==> config.mk <==
export PLATFORM = sky130hd
export DESIGN_NAME = mul_iter
export DESIGN_NICKNAME = d
export VERILOG_FILES = /design/src/rtl/mul_iter.sv
export SDC_FILE = /design/constraint.sdc
export NUM_CORES = 1
export LEC_CHECK = 0
export BUFFER_PORTS_ARGS = -buffer_cell sky130_fd_sc_hd__buf_2
export CORE_MARGIN = 2
export CORE_UTILIZATION = 50
export DETAILED_ROUTE_END_ITERATION = 10
export MAX_ROUTING_LAYER = met4
export PLACE_DENSITY = 0.74
export REMOVE_ABC_BUFFERS = 1
export SLEW_MARGIN = 10
export SYNTH_ARGS = -nofsm -noshare
export SYNTH_HDL_FRONTEND = slang
export SYNTH_SLANG_ARGS = --single-unit
==> constraint.sdc <==
create_clock -name clk -period 3 [get_ports clk]
set_clock_uncertainty 0.2 [all_clocks]
set_input_delay 0.6 -clock clk [delete_from_list [all_inputs] [get_ports clk]]
set_output_delay 0.6 -clock clk [all_outputs]
set_load 0.005 [all_outputs]
==> src/rtl/mul_iter.sv <==
// Iterative radix-2 shift-add multiplier with signed/fractional modes and an
// optional MR accumulate stage enabled by defining MUL_ITER_ACC_EN.
module mul_iter #(
    parameter int SIZE = 16
) (
    input  logic                  clk,
    input  logic                  rst_n,
    input  logic                  start,
    input  logic                  abort,
    input  logic [SIZE-1:0]       mul_a,
    input  logic [SIZE-1:0]       mul_b,
    input  logic                  a_signed,
    input  logic                  b_signed,
    input  logic                  ps_mul_IbF,
    input  logic [1:0]            acc_op,
    input  logic [SIZE*5/2-1:0]   mr_in,
    output logic                  busy,
    output logic                  done,
    output logic [SIZE*5/2-1:0]   mul40_out_data
);

    localparam int RW = SIZE * 5 / 2;
    localparam int PW = 2 * SIZE;
    localparam int CW = (SIZE > 1) ? $clog2(SIZE) : 1;
    localparam logic [CW-1:0] CNT_LAST = CW'(SIZE - 1);

    typedef enum logic [1:0] {
        IDLE = 2'd0,
        CALC = 2'd1,
        FIN  = 2'd2
    } state_t;

    state_t          state_reg;
    logic [CW-1:0]   cnt_reg;
    logic [PW-1:0]   mcand_reg;
    logic [PW-1:0]   prod_reg;
    logic [SIZE-1:0] mplier_reg;
    logic            neg_reg;
    logic            sat_reg;
    logic            frac_reg;
    logic            sext_reg;
    logic            busy_reg;
    logic            done_reg;
    logic [RW-1:0]   out_reg;

    // Operand magnitudes and mode flags, evaluated at capture time
    logic [SIZE-1:0] mag_a;
    logic [SIZE-1:0] mag_b;
    logic [SIZE-1:0] min_val;
    logic            neg_next;
    logic            sat_next;

    assign min_val  = {1'b1, {(SIZE-1){1'b0}}};
    assign mag_a    = (a_signed && mul_a[SIZE-1]) ? (~mul_a + 1'b1) : mul_a;
    assign mag_b    = (b_signed && mul_b[SIZE-1]) ? (~mul_b + 1'b1) : mul_b;
    assign neg_next = (a_signed & mul_a[SIZE-1]) ^ (b_signed & mul_b[SIZE-1]);
    assign sat_next = ps_mul_IbF & a_signed & b_signed &
                      (mul_a == min_val) & (mul_b == min_val);

    logic [PW-1:0] prod_signed;
    logic [PW-1:0] prod_scaled;
    logic [RW-1:0] prod_ext;
    logic [RW-1:0] result_next;

    assign prod_signed = neg_reg ? (~prod_reg + 1'b1) : prod_reg;

    // Fractional mode drops the redundant sign bit; -1.0 * -1.0 saturates
    always_comb begin
        prod_scaled = prod_signed;
        if (frac_reg) begin
            prod_scaled = {prod_signed[PW-2:0], 1'b0};
        end
        if (sat_reg) begin
            prod_scaled = {1'b0, {(PW-1){1'b1}}};
        end
    end

    assign prod_ext = sext_reg ? {{(RW-PW){prod_scaled[PW-1]}}, prod_scaled}
                               : {{(RW-PW){1'b0}}, prod_scaled};

`ifdef MUL_ITER_ACC_EN
    logic [1:0]    acc_op_reg;
    logic [RW-1:0] mr_reg;

    always_comb begin
        case (acc_op_reg)
            2'b01:   result_next = mr_reg + prod_ext;
            2'b10:   result_next = mr_reg - prod_ext;
            default: result_next = prod_ext;
        endcase
    end
`else
    logic acc_unused;
    assign acc_unused  = ^{acc_op, mr_in};
    assign result_next = prod_ext;
`endif

    always_ff @(posedge clk or negedge rst_n) begin
        if (!rst_n) begin
            state_reg  <= IDLE;
            cnt_reg    <= '0;
            mcand_reg  <= '0;
            prod_reg   <= '0;
            mplier_reg <= '0;
            neg_reg    <= 1'b0;
            sat_reg    <= 1'b0;
            frac_reg   <= 1'b0;
            sext_reg   <= 1'b0;
            busy_reg   <= 1'b0;
            done_reg   <= 1'b0;
            out_reg    <= '0;
`ifdef MUL_ITER_ACC_EN
            acc_op_reg <= 2'b00;
            mr_reg     <= '0;
`endif
        end else begin
            done_reg <= 1'b0;
            case (state_reg)
                IDLE: begin
                    if (start) begin
                        mcand_reg  <= {{(PW-SIZE){1'b0}}, mag_a};
                        mplier_reg <= mag_b;
                        prod_reg   <= '0;
                        cnt_reg    <= '0;
                        neg_reg    <= neg_next;
                        sat_reg    <= sat_next;
                        frac_reg   <= ps_mul_IbF;
                        sext_reg   <= a_signed | b_signed;
`ifdef MUL_ITER_ACC_EN
                        acc_op_reg <= acc_op;
                        mr_reg     <= mr_in;
`endif
                        busy_reg   <= 1'b1;
                        state_reg  <= CALC;
                    end
                end
                CALC: begin
                    if (abort) begin
                        busy_reg  <= 1'b0;
                        state_reg <= IDLE;
                    end else begin
                        if (mplier_reg[0]) begin
                            prod_reg <= prod_reg + mcand_reg;
                        end
                        mcand_reg  <= {mcand_reg[PW-2:0], 1'b0};
                        mplier_reg <= mplier_reg >> 1;
                        if (cnt_reg == CNT_LAST) begin
                            cnt_reg   <= '0;
                            state_reg <= FIN;
                        end else begin
                            cnt_reg <= cnt_reg + 1'b1;
                        end
                    end
                end
                FIN: begin
                    if (!abort) begin
                        out_reg  <= result_next;
                        done_reg <= 1'b1;
                    end
                    busy_reg  <= 1'b0;
                    state_reg <= IDLE;
                end
                default: begin
                    busy_reg  <= 1'b0;
                    state_reg <= IDLE;
                end
            endcase
        end
    end

    assign busy           = busy_reg;
    assign done           = done_reg;
    assign mul40_out_data = out_reg;

endmodule

Word level (Yosys, flattened, before mapping)

Cells that the tools add are included.

Add/sub/neg operators: 5
Eq/ne operators: 10
Bitwise logic cells: 12
Multiplexer cells: 29
Reductions and logical operators: 10

Operators by type and width:

| operator                | count |
|---|---|
| $mux W32                | 8 |
| $pmux W32 S2            | 2 |
| $mux W16                | 4 |
| $mux W40                | 1 |
| $add A16 B1 Y16 const B | 2 |
| $add A32 B1 Y32 const B | 1 |
| $add A32 B32 Y32        | 1 |
| $eq A16 B16 Y1 const B  | 2 |
| $not A16 Y16            | 2 |
| $not A32 Y32            | 1 |
| $pmux W16 S2            | 1 |
| $mux W4                 | 3 |
| $ne A2 B2 Y1 const B    | 4 |
| $pmux W4 S2             | 1 |
| $reduce_and A2 Y1       | 4 |
| $and A1 B1 Y1           | 6 |
| $mux W2                 | 3 |
| $add A4 B1 Y4 const B   | 1 |
| $eq A4 B4 Y1 const B    | 1 |
| $mux W1                 | 4 |
| $pmux W2 S2             | 1 |
| $reduce_and A4 Y1       | 1 |
| $ne A3 B3 Y1 const B    | 1 |
| $reduce_and A3 Y1       | 1 |
| 9 further kinds         | 10 |

Output and inout port bits: 42
Logic and storage cells: 78
Register bits after elaboration: 132

Depth between registers and ports, before layout

Depth in word-level cells: 6
Depth in mapped cells: 11
Gate-level depth less buffers: 11

Worst setup path before layout

OpenSTA, ideal clock, no wires.

Kind: register to register
Start: reg prod_reg[22]
End: reg out_reg[38], in the netlist mul40_out_data[38]
Stages on the path, launching flop included: 9
Library setup time: 0.121 ns
Path buffers: 0
Setup slack: -0.033 ns
Arrival time: 2.712 ns
Cells stage by stage: dfrtp_1 > or4_4 > or4_4 > or2_4 > or4_4 > o31ai_4 > xnor2_1 > a22o_1 > a22o_1

Cells in the longest elaborated chain, start to end: 6

Ends and longest elaborated chain:

| item                   | line | text |
|---|---|---|
| from (decl)            | 36   | `logic [PW-1:0] prod_reg;` |
| from (signal assigned) | 143  | `prod_reg <= prod_reg + mcand_reg;` |
| $not A32 Y32           | 65   | `assign prod_signed = neg_reg ? (~prod_reg + 1'b1) : prod_reg;` |
| $add A32 B1 Y32        | 65   |  |
| $mux W32               | 65   |  |
| $mux W32               | 70   | `if (frac_reg) begin` |
| $mux W32               | 73   | `if (sat_reg) begin` |
| $mux W40               | 78   | `assign prod_ext = sext_reg ? {{(RW-PW){prod_scaled[PW-1]}}, prod_scaled}` |
| to (signal assigned)   | 157  | `out_reg <= result_next;` |
| to (decl)              | 44   | `logic [RW-1:0] out_reg;` |

Every way passes these cells.
A chain may end at the register's enable or synchronous reset.

Worst setup path in the final report

Start: reg prod_reg[21]
End: reg out_reg[38], in the netlist mul40_out_data[38]

The elaborated chain is that of the path after synthesis.

==> impl_metrics.py <==
metrics = {
    "run_status": {
        "outcome": "complete, but fails checks",
        "failed_checks": "negative setup slack",
    },
    "floorplanning": {
        "fp.dieW_um": 131.3,
        "core_sq_um": 15890,
        "die_h_um": 131.3,
        "die-area_sq_um": 17230,
        "initial_core_util": 0.5099,
        "ios": 123,
        "num_rows": 46,
    },
    "cells_and_area": {
        "final_area_sq_um": 10140,
        "largest_reg_flops": 33,
        "syn2layout_area_growth_pct": 25.18,
        "fillCellCount": 1346,
        "drive_above_1_share": 0.2259,
        "layout.nets": 1215,
    },
    "grt": {
        "grt_use_total": 0.2527,
        "grt_overflow": 0,
        "met1_usage": 0.3431,
        "antenna_found_initial": 0,
        "grt_pass1_vias": 7155,
        "grt.busiest_layer": "met2",
        "met3_usage": 0.04668,
        "grt_pass1_wl_mm": 34.72,
        "grt_max_degree": 68,
        "met2_usage": 0.3868,
    },
    "logic_synthesis": {
        "ys_types": 60,
        "synth.area.mux_share": 0.02595,
        "synth_top_family_by_area": "compound AO/OA/AOI/OAI gates",
        "synth-compound-area-share": 0.2295,
        "synth-xor-area-share": 0.07352,
        "ys_ff_latch": 125,
        "yosysSeqAreaShare": 0.3862,
        "synth_edf_count": 0,
        "syn_area_sq_um": 8100,
        "synthSimpleGateAreaFrac": 0.1872,
        "synthCells": 952,
        "synth_adder_area_share": 0.05653,
        "async_flop_share": 1.000,
        "synth_warnings": 0,
        "synthFlopType": "dfrtp_1",
        "synthesis.area_per_instance_sq_um": 8.509,
    },
    "pwr": {
        "irDropWorstVdd_v": 0.0004689,
        "power_density_nw_per_um2": 725.2,
        "p_leak_nw": 4.896,
    },
    "setup_path": {
        "r2r_cells": 8,
        "cp-end-kind": "register",
        "crit_end": "mul40_out_data[38]$_DFFE_PN0P_",
        "crit_path_start": "prod_reg[21]$_DFFE_PN0P_",
        "worstSetupPathType": "reg -> reg",
        "start_kind": "register",
        "cp.arrival_ns": 3.17,
        "cp_max_fo": 2,
        "r2r_start": "prod_reg[21]$_DFFE_PN0P_",
        "r2r_end": "mul40_out_data[38]$_DFFE_PN0P_",
        "required_ns": 3.11,
        "r2r_slack_ns": -0.07,
    },
    "route": {
        "drtPass1Iterations": 5,
        "vias_per_cell": 5.695,
        "wl_per_cell_um": 15.47,
        "drt_wl_total_mm": 20.55,
        "dr.first_iter.drc_count": 491,
        "postRouteAntennaNets": 0,
        "vias": 7563,
        "drc_errors": 0,
    },
    "sta": {
        "hold_viol": 0,
        "maxSlewHeadroom": 0.4308,
        "worst_slack_ns": -0.06613,
        "setup_viol": 2,
        "rsz0062_at_grt": "true",
        "fmax_ghz": 0.3261,
        "tightest_slew_ns": 0.8537,
        "period_needed_ns": 3.066,
        "setup_tns_ns": -0.1017,
        "maxSlewViolCount": 0,
        "post-route-period-util": 1.022,
    },
    "clock_tree": {
        "cts_buffers": 17,
        "clk_pin_slew_ns": 0.05,
        "tritoncts": "yes",
        "cts_max_level": 4,
        "clock_sinks": 125,
        "clk_latency_ns": 0.42,
        "cts_root_buffer": "clkbuf_16",
        "cts_buffer_depth": 2,
    },
    "placement": {
        "portBuffers": 80,
        "dpl_cell_area_sq_um": 9268,
        "dp_hpwl_mm": 15.23,
        "place_congestion": 0.9702,
    },
    "flow_run": {
        "maxCapViolCount": 0,
    },
    "hold_path": {
        "hold_path.class": "in -> reg",
    },
}
layer usage:
| layer | routed length [um] | part of all wire |
|---|---|---|
| met1 | 9858 | 0.48 |
| met2 | 9226 | 0.45 |
| met5 | 0 | 0 |
| met4 | 337 | 0.016 |
| met3 | 1127 | 0.055 |
power by group:
group / internal (mW) / switching (mW) / leakage, nW / total (mW)
clock: 1.53 / 0.743 / 0.322 / 2.27
combinational: 1.31 / 1.62 / 2.91 / 2.93
sequential: 1.95 / 0.203 / 1.66 / 2.15
placed cells by master, fill, tap and decap left out, types with 6 or more instances in the layout:
master	netlist	final
nor3_1	14	13
nand2b_1	8	8
buf_4	7	99
o21ai_0	104	100
xor2_1	42	42
ha_1	35	34
a21o_1	13	13
mux2i_1	21	21
o211ai_1	6	6
clkbuf_16	0	17
nor2_1	67	65
nand4_1	10	10
o22a_1	18	18
o31ai_1	16	15
dfrtp_1	125	125
nand2_1	145	145
nand3_1	35	34
a31oi_1	10	9
a32o_1	8	8
a21oi_1	67	65
or3_1	14	14
inv_1	24	23
a211oi_1	10	6
nor4_1	8	7
buf_2	0	79
o21a_1	6	6
xnor2_1	26	25
worst min-delay path by stage:
stage	start	end	slack, ns	cells past startpoint
after CTS	ps_mul_IbF	frac_reg$_DFFE_PN0P_	0.21	3
after floorplan	rst_n	busy$_DFFE_PN0P_	0.10	0
after global placement	mul40_out_data[20]$_DFFE_PN0P_	mul40_out_data[20]$_DFFE_PN0P_	0.25	2
after global routing	ps_mul_IbF	frac_reg$_DFFE_PN0P_	0.24	3
after detailed placement	mul40_out_data[20]$_DFFE_PN0P_	mul40_out_data[20]$_DFFE_PN0P_	0.26	2
final	ps_mul_IbF	frac_reg$_DFFE_PN0P_	0.22	3
repair_timing:
action                                  CTS  global route
endpoints found under the setup margin   12            22
hold endpoints to repair                 26             0
hold buffers                              1             0
pin swaps                                 9            10
buffers inserted                          2             3
resized for setup                        19            18
synthesized netlist by cell type, types with 21 or more instances:
cell type / number / share of area
inv_1: 24 / 0.011
clkbuf_1: 40 / 0.019
xor2_1: 42 / 0.045
nand2_1: 145 / 0.067
ha_1: 35 / 0.054
nand3_1: 35 / 0.022
xnor2_1: 26 / 0.028
nor2_1: 67 / 0.031
dfrtp_1: 125 / 0.39
a21oi_1: 67 / 0.041
mux2i_1: 21 / 0.026
o21ai_0: 104 / 0.064
critical path, stage by stage, from the launching register on:
cell	delay, ns
dfrtp_1	0.38
or4_4	0.55
or4_4	0.44
or2_4	0.24
or4_4	0.45
o31ai_4	0.20
xnor2_1	0.09
a22o_1	0.23
a22o_1	0.18
final cells by class:
class,count,area (sq um),share of cell area
repair buffers,180,1169,0.1153
diodes,1,2.502,0.0002468
flip-flops and latches,125,3128,0.3085
inverters,24,90.09,0.008885
clock buffers,20,466.7,0.04603
multi-input cells,750,4823,0.4757
clock inverters,12,190.2,0.01876
well taps,216,270.3,0.02665
stage by stage:
stage          power [mW]  hold WS, ns  setup WS (ns)    util  cells
3_5_place_dp        4.933       0.2557        -0.3004  0.5834   1289
2_1_floorplan       3.867       0.1044         -1.223       -    899
3_3_place_gp        4.866       0.2494        -0.2301  0.5834   1289
4_1_cts             7.258       0.2077       -0.04669  0.6311   1324
6_report            7.353       0.2232       -0.06613  0.6383   1328
5_1_grt             7.813       0.2447        -0.1344  0.6382   1327
cell families (layout without fill, tap and decap cells):
| logic type | after synthesis | after routing |
|---|---|---|
| xor+xnor | 68 | 68 |
| flops | 125 | 125 |
| compound gates | 294 | 294 |
| fa+ha+maj | 36 | 36 |
| buf+inv | 77 | 236 |
| other cells | 0 | 1 |
| mux | 21 | 21 |
| simple gates | 331 | 331 |
No activity file was read; power rests on OpenSTA's default activity.
